File: src/rtl/half_adder.sv
// half_adder: lane-replicated half adder with a one-cycle registered copy of the result
// and a saturating counter of accepted cycles in which any lane carries.
module half_adder #(
   parameter int WIDTH = 1,
   parameter int CNT_W = 16
) (
   input  logic             clk,
   input  logic             rst,
   input  logic [WIDTH-1:0] a,
   input  logic [WIDTH-1:0] b,
   output logic [WIDTH-1:0] sum,
   output logic [WIDTH-1:0] c_out,
   input  logic             in_valid,
   input  logic             cnt_clr,
   output logic [WIDTH-1:0] sum_q,
   output logic [WIDTH-1:0] c_out_q,
   output logic             out_valid,
   output logic [CNT_W-1:0] carry_count
);
   assign sum   = a ^ b;
   assign c_out = a & b;
   always_ff @(posedge clk) begin
      if (rst) begin
         sum_q       <= '0;
         c_out_q     <= '0;
         out_valid   <= 1'b0;
         carry_count <= '0;
      end else begin
         if (in_valid) begin
            sum_q   <= sum;
            c_out_q <= c_out;
         end
         out_valid <= in_valid;
         // one increment per cycle however many lanes carry; sticks at all-ones
         carry_count <= cnt_clr ? '0
                      : (in_valid && |c_out && carry_count != '1) ? carry_count + CNT_W'(1)
                      : carry_count;
      end
   end
endmodule

File: config.mk
export PLATFORM = sky130hd
export DESIGN_NAME = half_adder
export DESIGN_NICKNAME = d
export VERILOG_FILES = /design/src/rtl/half_adder.sv
export SDC_FILE = /design/constraint.sdc
export NUM_CORES = 1
export LEC_CHECK = 0
export ABC_AREA = 1
export CAP_MARGIN = 20
export CORE_ASPECT_RATIO = 1.2
export CORE_MARGIN = 2
export CORE_UTILIZATION = 45
export DETAILED_ROUTE_END_ITERATION = 6
export PLACE_DENSITY = 0.86
export SLEW_MARGIN = 20
export SYNTH_ARGS = -nofsm -noshare
export SYNTH_HDL_FRONTEND = slang
export SYNTH_SLANG_ARGS = --single-unit
File: constraint.sdc
create_clock -name clk -period 1.9 [get_ports clk]
set_input_delay 0.38 -clock clk [delete_from_list [all_inputs] [get_ports clk]]
set_output_delay 0.38 -clock clk [all_outputs]
set_load 0.02 [all_outputs]
==> impl_results.md <==
- Post-synthesis mux area share: 0%
- Gr ovfl total: 0
- Leakage: ~0.5 nW
- GPL Wtd Cong: 0.876
- Max-slew violations: 0
- Worst path top cell family by delay: buffers and inverters
- Final Hold Vio Count: 0
- # fillers: 214
- CP max stage delay: 410 ps
- Seq pwr share: 60.0%
- Clock Power Share: 30.2%
- Clk slew on worst S/H paths: 100 ps
- 1st-iter DRT viols: 30
- Post-Syn Instances: 155
- Comb pwr share: under 10%
- Post-route DRC: 0
- Clock Sinks: 19
- Fin util: 61.3%
- Die Area: 2760 um^2
- Max-cap viol count: 0
- Post-detail-place hpwl: roughly 1900 um
- Initial antenna violation count: 0
- Slew HR: 76.7%
- Avg Cell Area, Syn: 6.82 um^2
- Clock Tree Buf Depth: 2
- DR vias: around 1,100
- Pre-CTS setup slack: -172 ps
- Commonest cells after routing, fill and taps aside: nand2_1 (40), nor2_1 (33), clkdlybuf4s50_1 (24)
- Crit Path Max Fanout: 2
- Core box area: 2260 um^2
- Synth cell types: 22
- Setup TNS: 0 ps
- Area grow syn2layout: 30.9%
- Crit path DAT: 1420 ps
- CP Launch Type: input port
- Antenna-violating nets left: 0
- Largest family of logic cells by synthesized area: simple AND/OR/NAND/NOR gates
- Flops & latches, synth: 19
- Post-synth top area share: 36.0%
- Largest area contributor in the netlist: dfxtp_1
- NetSw: 0.161 mW
- Clk_skew: roughly 5.6 ps
- Worst-Skew Late Latency: around 300 ps
- Setup Crit Path Kind: in2out
- Worst Hold Class: reg2reg
- Diode count: 0
- # H-tree levels: 1
- WL final: 2420 um
- IO Count: 27
- Critical path required time: roughly 1500 ps
- Register cell area after layout: 380 um^2
- Status: finished, final reports clean
- Synthesis Warnings: 0
- TritonCTS clock tree: built
- Layout Nets: 195
- DR pass1 iterations: 4
- Die H: 57.1 um
- Chip width: 48.3 um
- Layout cells sized above 1: about a tenth
- Post-Synth Simple-Gate Area: between 40% and 50%
- Cell Pwr Density: 488 nW/um^2
- Post-CTS Hold Buffers: 0
- Sw frac: 23.8%
- Adder-Cell Fraction of Synth Area: 2.37%
- Total GRT Usage: 19.7%
- Clock Root Buffer: clkbuf_4
- RSZ-0062 raised after global routing: no
- Synth area leaders: dfxtp_1 (36%), nand2_1 (14%), nor2_1 (12%)
- Syn Nets: 163
- Minimum clock period: around 1800 ps
- VDD IR max: about 0.5 mV
- Area fraction in compound gates after synthesis: 8.64%
- CP max-delay cell: clkdlybuf4s50_1
- # rows: 19
- CP endpoint kind: output pin
- Tcrit/Tclk final: between 90% and 100%
- Initial Utilization: a little under half
- WP buf/inv: 2
- Endpoints failing setup: 0
- IO Port Bufs: 26
- Cell Int Power: around 0.52 mW
- Setup WS post-layout: 104 ps
- Commonest non-fill, non-tap cell in the layout: nand2_1
- CTS Buf Count: 3
- Post-Syn Area: 1060 um^2
- Sequential share of the synthesized area: 36.0%
- Cell chain of the critical path: clkdlybuf4s50_1 > ha_1 > dlygate4sd2_1
- Worst slew pin tran: 348 ps
- Post-synthesis xor/xnor area fraction: between 1.5 and 2%
- Area occupied by multi-input gates: 613 um^2
- Vias/cell: 5.10
- Number of global-route vias before repair: 1,010
- Routed wire per std cell: 11.2 um
- Pin count of the biggest net entering global routing: 15
- Fmax: 557 MHz
- First-pass GRT wire length: 4050 um
==> layer usage <==
metal	GRT usage [%]	vias to the layer above	wire length, um
met2	33.5	29	1250
met3	4.11	4	120
met5	0	-	0
met1	22.4	516	1020
met4	8.88	0	29
li1	-	558	-
==> final timing paths <==
path / slack [ps] / from / end / depth (start not counted)
worst max-delay path: 100 / a / sum / 3
worst min-delay path: 460 / c_out_q / c_out_q / 2
worst max register to register: 240 / carry_count[0] / carry_count[15] / 6
worst min register to register: 460 / c_out_q / c_out_q / 2
==> per-stage QoR <==
step / hold WS (ps) / area [um^2] / power [mW] / instances
6_report: 465 / 1380 / 0.676 / 217
5_1_grt: 490 / 1380 / 0.713 / 217
4_1_cts: 470 / 1380 / 0.683 / 217
3_5_place_dp: 455 / 1360 / 0.483 / 213
3_3_place_gp: 449 / 1360 / 0.481 / 213
2_1_floorplan: 449 / 1060 / 0.449 / 155
==> power by group through the flow <==
stage	logic, mW	clock network, mW	registers (mW)
CTS	0.0670	0.211	0.405
global placement	0.0667	0	0.414
finish	0.0666	0.204	0.405
floorplan	0.0294	0	0.419
detailed placement	0.0692	0	0.414
global route	0.0732	0.234	0.406
==> synthesized netlist by cell type <==
library cell	number
nand2_1	40
nor2_1	33
dfxtp_1	19
a21oi_1	13
nand3_1	13
inv_1	12
nor2_4	5
nand4_1	3
ha_1	2
nand2_2	2
xor2_1	2
buf_6	1
clkbuf_4	1
nand2_4	1
nand3_2	1
nand3b_1	1
nand4_2	1
nor2_2	1
nor3_1	1
o21ai_0	1
o21ai_1	1
o21ai_4	1
==> repair_timing <==
item / 4_1_cts / 5_1_grt
resized for setup: 2 / 0
buffers inserted: 0 / 0
setup endpoints to repair: 2 / 0
endpoints found under the hold margin: 0 / 0
==> cell families (layout without fill, tap and decap cells) <==
logic type / Yosys count / count (layout)
fa+ha+maj: 2 / 2
flops: 19 / 19
buf+inv: 14 / 45
xor+xnor: 2 / 2
simple gates: 102 / 102
compound gates: 16 / 16
==> worst reg2reg max path, stage by stage (launching register included) <==
cell and delay (ps):
dfxtp_1 420, ha_1 240, inv_1 80, nor2_4 170
nand4_2 330, a21oi_1 250, nor2_1 70
==> sequential cells by signal (all words and copies together) (netlist names) <==
| signal | flops |
|---|---|
| out_valid | 1 |
| sum_q | 1 |
| c_out_q | 1 |
| carry_count | 16 |
==> final cells by class <==
cell class,instances,share of cell area [%]
multi-input cells,122,44.3
flip-flops and latches,19,27.5
well taps,31,2.80
inverters,12,3.25
clock buffers,4,1.90
repair buffers,29,20.3
No activity file was read; power rests on OpenSTA's default activity.
